**src/rtl/vram_mux_arbiter.sv**
```systemverilog
// vram_mux_arbiter
//   Shares one video RAM between the video scanner (port 0) and the CPU (port 1).
//   Every access is a fixed two-cycle ADDR/DATA sequence. Video has priority, but a CPU
//   request that has waited STARVE_LIMIT cycles outranks a pending video request.
//   Drives the select/enable of the ls157 address-mux chain and the VRAM write strobe.
//
// Ports
//   clk         in   system clock, rising edge
//   n_reset     in   asynchronous active-low reset
//   vid_req     in   1-cycle pulse: video fetch needed
//   cpu_req     in   level: CPU access pending, held until cpu_ack
//   cpu_wr      in   sampled at CPU grant: 1 = write, 0 = read
//   mux_s       out  ls157 select: 0 = video address, 1 = CPU address
//   mux_n_e     out  ls157 enable, active low
//   ram_n_we    out  VRAM write strobe, active low
//   vid_latch   out  1-cycle pulse: video data valid
//   cpu_ack     out  1-cycle pulse: CPU access done
//   n_cpu_wait  out  active low CPU stall
//   vid_miss    out  1-cycle pulse: a video request was dropped

module vram_mux_arbiter #(
    parameter int unsigned STARVE_LIMIT = 6,
    parameter int unsigned CNT_W        = 3
) (
    input  logic clk,
    input  logic n_reset,
    input  logic vid_req,
    input  logic cpu_req,
    input  logic cpu_wr,
    output logic mux_s,
    output logic mux_n_e,
    output logic ram_n_we,
    output logic vid_latch,
    output logic cpu_ack,
    output logic n_cpu_wait,
    output logic vid_miss
);

    typedef enum logic [2:0] {
        StIdle,
        StVAddr,
        StVData,
        StCAddr,
        StCData
    } state_e;

    localparam logic [CNT_W-1:0] StarveLimit = CNT_W'(STARVE_LIMIT);
    localparam logic [CNT_W-1:0] CntMax      = '1;

    state_e           state_q, state_d;
    logic             vid_pend_q, vid_pend_d;
    logic [CNT_W-1:0] starve_cnt_q, starve_cnt_d;
    logic             wr_q, wr_d;
    logic             mux_s_q, mux_s_d;
    logic             mux_n_e_q, mux_n_e_d;
    logic             ram_n_we_q, ram_n_we_d;
    logic             vid_latch_q, vid_latch_d;
    logic             cpu_ack_q, cpu_ack_d;
    logic             vid_miss_q, vid_miss_d;

    logic   vid_want;
    logic   cpu_want;
    logic   cpu_starved;
    logic   enter_vaddr;
    logic   enter_caddr;
    logic   cpu_waiting;
    state_e grant;

    // Next state and grant decision
    always_comb begin
        vid_want    = vid_pend_q | vid_req;
        // The ack in C_DATA consumes the current request; the CPU must re-raise it.
        cpu_want    = cpu_req && (state_q != StCData);
        cpu_starved = starve_cnt_q >= StarveLimit;

        grant = StIdle;
        if (vid_want && cpu_want) begin
            grant = cpu_starved ? StCAddr : StVAddr;
        end else if (vid_want) begin
            grant = StVAddr;
        end else if (cpu_want) begin
            grant = StCAddr;
        end

        state_d = StIdle;
        unique case (state_q)
            StIdle:  state_d = grant;
            StVAddr: state_d = StVData;
            StVData: state_d = grant;
            StCAddr: state_d = StCData;
            StCData: state_d = grant;
            default: state_d = StIdle;
        endcase
    end

    // Bookkeeping: pending video, starvation counter, latched write flag
    always_comb begin
        enter_vaddr = (state_d == StVAddr) && (state_q != StVAddr);
        enter_caddr = (state_d == StCAddr) && (state_q != StCAddr);
        cpu_waiting = cpu_req && (state_q != StCAddr) && (state_q != StCData);

        // A request arriving in the same cycle a pending one is served stays pending.
        vid_pend_d = enter_vaddr ? (vid_pend_q & vid_req) : (vid_pend_q | vid_req);
        vid_miss_d = vid_req & vid_pend_q & ~enter_vaddr;

        starve_cnt_d = starve_cnt_q;
        if (!cpu_req || enter_caddr) begin
            starve_cnt_d = '0;
        end else if (cpu_waiting && (starve_cnt_q != CntMax)) begin
            starve_cnt_d = starve_cnt_q + 1'b1;
        end

        wr_d = enter_caddr ? cpu_wr : wr_q;
    end

    // Registered outputs decoded from the state being entered
    always_comb begin
        mux_s_d     = mux_s_q;
        mux_n_e_d   = 1'b1;
        ram_n_we_d  = 1'b1;
        vid_latch_d = 1'b0;
        cpu_ack_d   = 1'b0;
        unique case (state_d)
            StIdle: begin
            end
            StVAddr: begin
                mux_s_d   = 1'b0;
                mux_n_e_d = 1'b0;
            end
            StVData: begin
                mux_s_d     = 1'b0;
                mux_n_e_d   = 1'b0;
                vid_latch_d = 1'b1;
            end
            StCAddr: begin
                mux_s_d   = 1'b1;
                mux_n_e_d = 1'b0;
            end
            StCData: begin
                mux_s_d    = 1'b1;
                mux_n_e_d  = 1'b0;
                ram_n_we_d = ~wr_d;
                cpu_ack_d  = 1'b1;
            end
            default: begin
            end
        endcase
    end

    always_ff @(posedge clk or negedge n_reset) begin
        if (!n_reset) begin
            state_q      <= StIdle;
            vid_pend_q   <= 1'b0;
            starve_cnt_q <= '0;
            wr_q         <= 1'b0;
            mux_s_q      <= 1'b0;
            mux_n_e_q    <= 1'b1;
            ram_n_we_q   <= 1'b1;
            vid_latch_q  <= 1'b0;
            cpu_ack_q    <= 1'b0;
            vid_miss_q   <= 1'b0;
        end else begin
            state_q      <= state_d;
            vid_pend_q   <= vid_pend_d;
            starve_cnt_q <= starve_cnt_d;
            wr_q         <= wr_d;
            mux_s_q      <= mux_s_d;
            mux_n_e_q    <= mux_n_e_d;
            ram_n_we_q   <= ram_n_we_d;
            vid_latch_q  <= vid_latch_d;
            cpu_ack_q    <= cpu_ack_d;
            vid_miss_q   <= vid_miss_d;
        end
    end

    assign mux_s      = mux_s_q;
    assign mux_n_e    = mux_n_e_q;
    assign ram_n_we   = ram_n_we_q;
    assign vid_latch  = vid_latch_q;
    assign cpu_ack    = cpu_ack_q;
    assign vid_miss   = vid_miss_q;
    assign n_cpu_wait = !(cpu_req && !cpu_ack_q);

endmodule

```
**config.mk**
```make
export PLATFORM = sky130hd
export DESIGN_NAME = vram_mux_arbiter
export DESIGN_NICKNAME = d
export VERILOG_FILES = /design/src/rtl/vram_mux_arbiter.sv
export SDC_FILE = /design/constraint.sdc
export NUM_CORES = 1
export LEC_CHECK = 0
export BUFFER_PORTS_ARGS = -buffer_cell sky130_fd_sc_hd__buf_4
export CAP_MARGIN = 15
export CORE_AREA = 2 2 39 41
export CTS_CLUSTER_SIZE = 14
export DETAILED_ROUTE_END_ITERATION = 6
export DIE_AREA = 0 0 41 43
export GPL_ROUTABILITY_DRIVEN = 0
export GPL_TIMING_DRIVEN = 1
export PLACE_DENSITY = 0.69
export SLEW_MARGIN = 5
export SYNTH_ARGS = -nofsm -noshare
export SYNTH_HDL_FRONTEND = slang
export SYNTH_SLANG_ARGS = --single-unit
export TNS_END_PERCENT = 30
```
**constraint.sdc**
```tcl
create_clock -name clk -period 2 [get_ports clk]
set_clock_uncertainty 0.05 [all_clocks]
set_input_delay 0 -clock clk [delete_from_list [all_inputs] [get_ports clk]]
set_output_delay 0 -clock clk [all_outputs]
set_load 0.005 [all_outputs]
```
==> flow_summary.rst <==
.. list-table::
   :header-rows: 1

   * - Metric
     - Value
   * - Synth warn
     - 0
   * - Rows
     - 14
   * - PwrDens
     - 1440 nW/um^2
   * - IR Drop Worst-Case VDD
     - 623 uV
   * - Sequential fraction of the synthesis area
     - 55.3%
   * - Routed length per instance
     - 12.2 um
   * - Syn Area/Cell
     - 12.0 um^2
   * - Post-Route Utilization
     - 57.2%
   * - Standard cell core area
     - 1380 um^2
   * - Final HPWL from detailed placement
     - 753 um
   * - CTS tree
     - built
   * - H-tree depth
     - 1
   * - Overall die height
     - 43 um
   * - Synthesized instance count
     - 53
   * - Proportion of layout cells with a drive suffix above 1
     - 34.3%
   * - Violation count after the first detailed-routing iteration
     - 13
   * - Path type of the worst min-delay path
     - in2reg
   * - Switching power share of the total
     - 35.6%
   * - Leakage
     - 0.404 nW
   * - Post-route cell area
     - 792 um^2
   * - CTS sink count
     - 14
   * - Drc violations
     - 0
   * - Initial Utilization
     - 46.1%
   * - Die footprint
     - 1760 um^2
   * - Critical path type
     - reg2reg
   * - Worst slack at placement
     - 322 ps
   * - Area taken by flip-flops and latches
     - 353 um^2
   * - Area Overhead vs Synth
     - 24.1%
   * - Fill cell total of the finished layout
     - 124
   * - Total routed wirelength
     - 1050 um
   * - Largest registers
     - starve_cnt_q x3, state_q x3
   * - Count of input and output buffers
     - 11
   * - Result of the run
     - finished, final reports clean
   * - Final worst path period need
     - 1670 ps
   * - Critical path capture point type
     - flop
   * - Fin crit share
     - 83.5%
   * - Power dissipated by switching net loads
     - 0.407 mW
   * - Slew of the pin with the lowest slew margin
     - 363 ps
   * - Iteration count of the initial detailed-routing pass
     - 4
   * - Number of routed nets with antenna violations
     - 0
   * - Relative slew slack
     - 75.8%
   * - Metal3 WL
     - 52 um
   * - Ports placed on the boundary
     - 12
   * - Nets
     - 79
   * - Design Power
     - 1.14 mW
   * - Share of power burned in the clock network
     - 14.7%
   * - Peak Freq
     - 0.599 GHz
   * - Cell at the root of the clock tree
     - sky130_fd_sc_hd__clkbuf_4
   * - Maximum number of pins on one net before global-route repair
     - 15
   * - Critical path arrival
     - 1790 ps
   * - Type of element launching the critical path
     - flop
   * - First-pass GRT wire length
     - 1840 um
   * - Detail Route met2 WL
     - 499 um
   * - Internal portion of total power
     - 0.736 mW
   * - Width of the die
     - 41 um
   * - Post-place instance area
     - 736 um^2
   * - Post-synthesis register bit count
     - 14
   * - Clock transition at the registers of the reported paths
     - 90 ps
   * - RSZ-0062 raised after global routing
     - false
   * - Fin. Hold Viols
     - 0
   * - Final Worst Setup Slack
     - 331 ps
   * - Seq pwr share
     - 45.3%
   * - Data required, critical path
     - 2120 ps
   * - Combinational share of power
     - 40.1%
   * - Uppermost signal routing layer after detailed routing
     - met4
   * - Inserted Diodes
     - 0
   * - Most common library cell in the layout ignoring fill and taps
     - sky130_fd_sc_hd__dfrtp_1
   * - Most used cells in the layout excluding fill and tap cells
     - sky130_fd_sc_hd__dfrtp_1, sky130_fd_sc_hd__buf_4, sky130_fd_sc_hd__nor2_1, sky130_fd_sc_hd__inv_1, sky130_fd_sc_hd__nand2_1
   * - Number of distinct library cell variants in the gate-level netlist after synthesis
     - 25
   * - Leftover overflow at the end of global routing
     - 0
   * - Wl on met1
     - 478 um
   * - Via count of the first global-routing pass
     - 442
   * - Per-cell via count in the routed design
     - 5.16
   * - Total negative setup slack
     - 0 ps
   * - Multi-input gate area
     - 262 um^2
   * - Number of antenna violations at the first check in global routing
     - 0
   * - Setup-violating endpoint count in the final report
     - 0
   * - TritonCTS buffer count
     - 3
   * - Global-route total usage across every layer
     - 16.4%
   * - Number of vias after detailed routing
     - 444
   * - Bufs on Longest Clock Path
     - 2
   * - Maximum net fanout on the critical path
     - 5
   * - Summed instance area of the synthesized netlist
     - 638 um^2
   * - Insertion delay of the later-clocked pin in the worst-skew pair
     - 280 ps
   * - Count of final max-slew check failures
     - 0
   * - Number of max-capacitance violations reported
     - 0
   * - Net Count, Synth
     - 61
-- cell type report --
class	instances	share of cell area, %
multi-input cells	33	33.0
flip-flops and latches	14	44.5
repair buffers	14	14.2
clock buffers	4	3.32
well taps	16	2.53
inverters	5	2.37
-- critical path, stage by stage (launching register included) --
cell,delay (ps)
sky130_fd_sc_hd__dfrtp_1,400
sky130_fd_sc_hd__inv_1,60
sky130_fd_sc_hd__ha_1,190
sky130_fd_sc_hd__o21a_1,170
sky130_fd_sc_hd__o211ai_2,260
sky130_fd_sc_hd__nand3_2,120
sky130_fd_sc_hd__maj3_2,310
-- cell usage after synthesis --
library cell               count  area, um^2
sky130_fd_sc_hd__nand2_1       5        18.8
sky130_fd_sc_hd__and3b_4       1        12.5
sky130_fd_sc_hd__nand2b_1      1        6.26
sky130_fd_sc_hd__nand3_1       1        5.00
sky130_fd_sc_hd__buf_2         1        5.00
sky130_fd_sc_hd__mux2i_1       2        20.0
sky130_fd_sc_hd__and3_1        1        6.26
sky130_fd_sc_hd__nand3_2       1        10.0
sky130_fd_sc_hd__o221ai_1      1        8.76
sky130_fd_sc_hd__nor3_1        1        5.00
sky130_fd_sc_hd__o211ai_2      1        12.5
sky130_fd_sc_hd__dfstp_2       2        52.6
sky130_fd_sc_hd__mux2_2        1        11.3
sky130_fd_sc_hd__o21a_1        1        7.51
sky130_fd_sc_hd__inv_1         5        18.8
sky130_fd_sc_hd__maj3_2        1        11.3
sky130_fd_sc_hd__and3b_2       1        10.0
sky130_fd_sc_hd__a211oi_4      1        20.0
sky130_fd_sc_hd__xnor2_1       1        8.76
sky130_fd_sc_hd__nor2_1        6        22.5
sky130_fd_sc_hd__ha_1          3        37.5
sky130_fd_sc_hd__dfrtp_1      12         300
sky130_fd_sc_hd__or2_0         1        6.26
sky130_fd_sc_hd__a21oi_1       1        5.00
sky130_fd_sc_hd__o32ai_2       1        16.3
-- path summary, 6_finish.rpt --
| kind | startpoint | to | slack [ps] | cells past startpoint |
|---|---|---|---|---|
| min in group asynchronous | n_reset | vid_miss | 50 | 2 |
| max | starve_cnt_q[0] | vid_pend_q | 330 | 6 |
| max in group asynchronous | n_reset | ram_n_we | 1610 | 2 |
| max reg2reg | starve_cnt_q[0] | vid_pend_q | 330 | 6 |
| min reg2reg | wr_q | wr_q | 450 | 1 |
| min | cpu_req | starve_cnt_q[2] | 7 | 3 |
-- power groups by stage --
stage               sequential [mW]  clock [mW]  combinational (mW)
global placement              0.514           0               0.447
global route                  0.531       0.188               0.522
detailed placement            0.521           0               0.460
CTS                           0.515       0.173               0.465
finish                        0.517       0.168               0.458
floorplan                     0.486           0               0.341
-- routing by layer --
metal,up-vias,global-route usage (%)
met4,0,14.0
met1,218,19.9
met2,11,22.2
li1,213,-
met5,-,0
met3,2,5.24
-- through the flow --
step	hold slack, ps	instances
6_report	6.73	86
5_1_grt	14.9	86
4_1_cts	7.57	86
3_5_place_dp	-192	79
3_3_place_gp	-195	79
2_1_floorplan	-346	53
-- logic make-up (layout without fill, tap and decap cells) --
logic type / count (synthesis) / after routing / share of synthesized area [%]
and+or+nand+nor: 19 / 19 / 16.1
AOI/OAI and AO/OA: 6 / 6 / 11.0
xor gates and xnor gates: 1 / 1 / 1.37
adders and majority gates: 4 / 4 / 7.65
muxes: 3 / 3 / 4.90
DFF: 14 / 14 / 55.3
buffers and inverters: 6 / 23 / 3.73
-- what timing repair did --
item / CTS / global route
setup buffers: 0 / 0
gates resized for setup: 0 / 0
hold buffers: 3 / 0
endpoints found under the hold margin: 18 / 0
(Power assumes the default switching activity.)
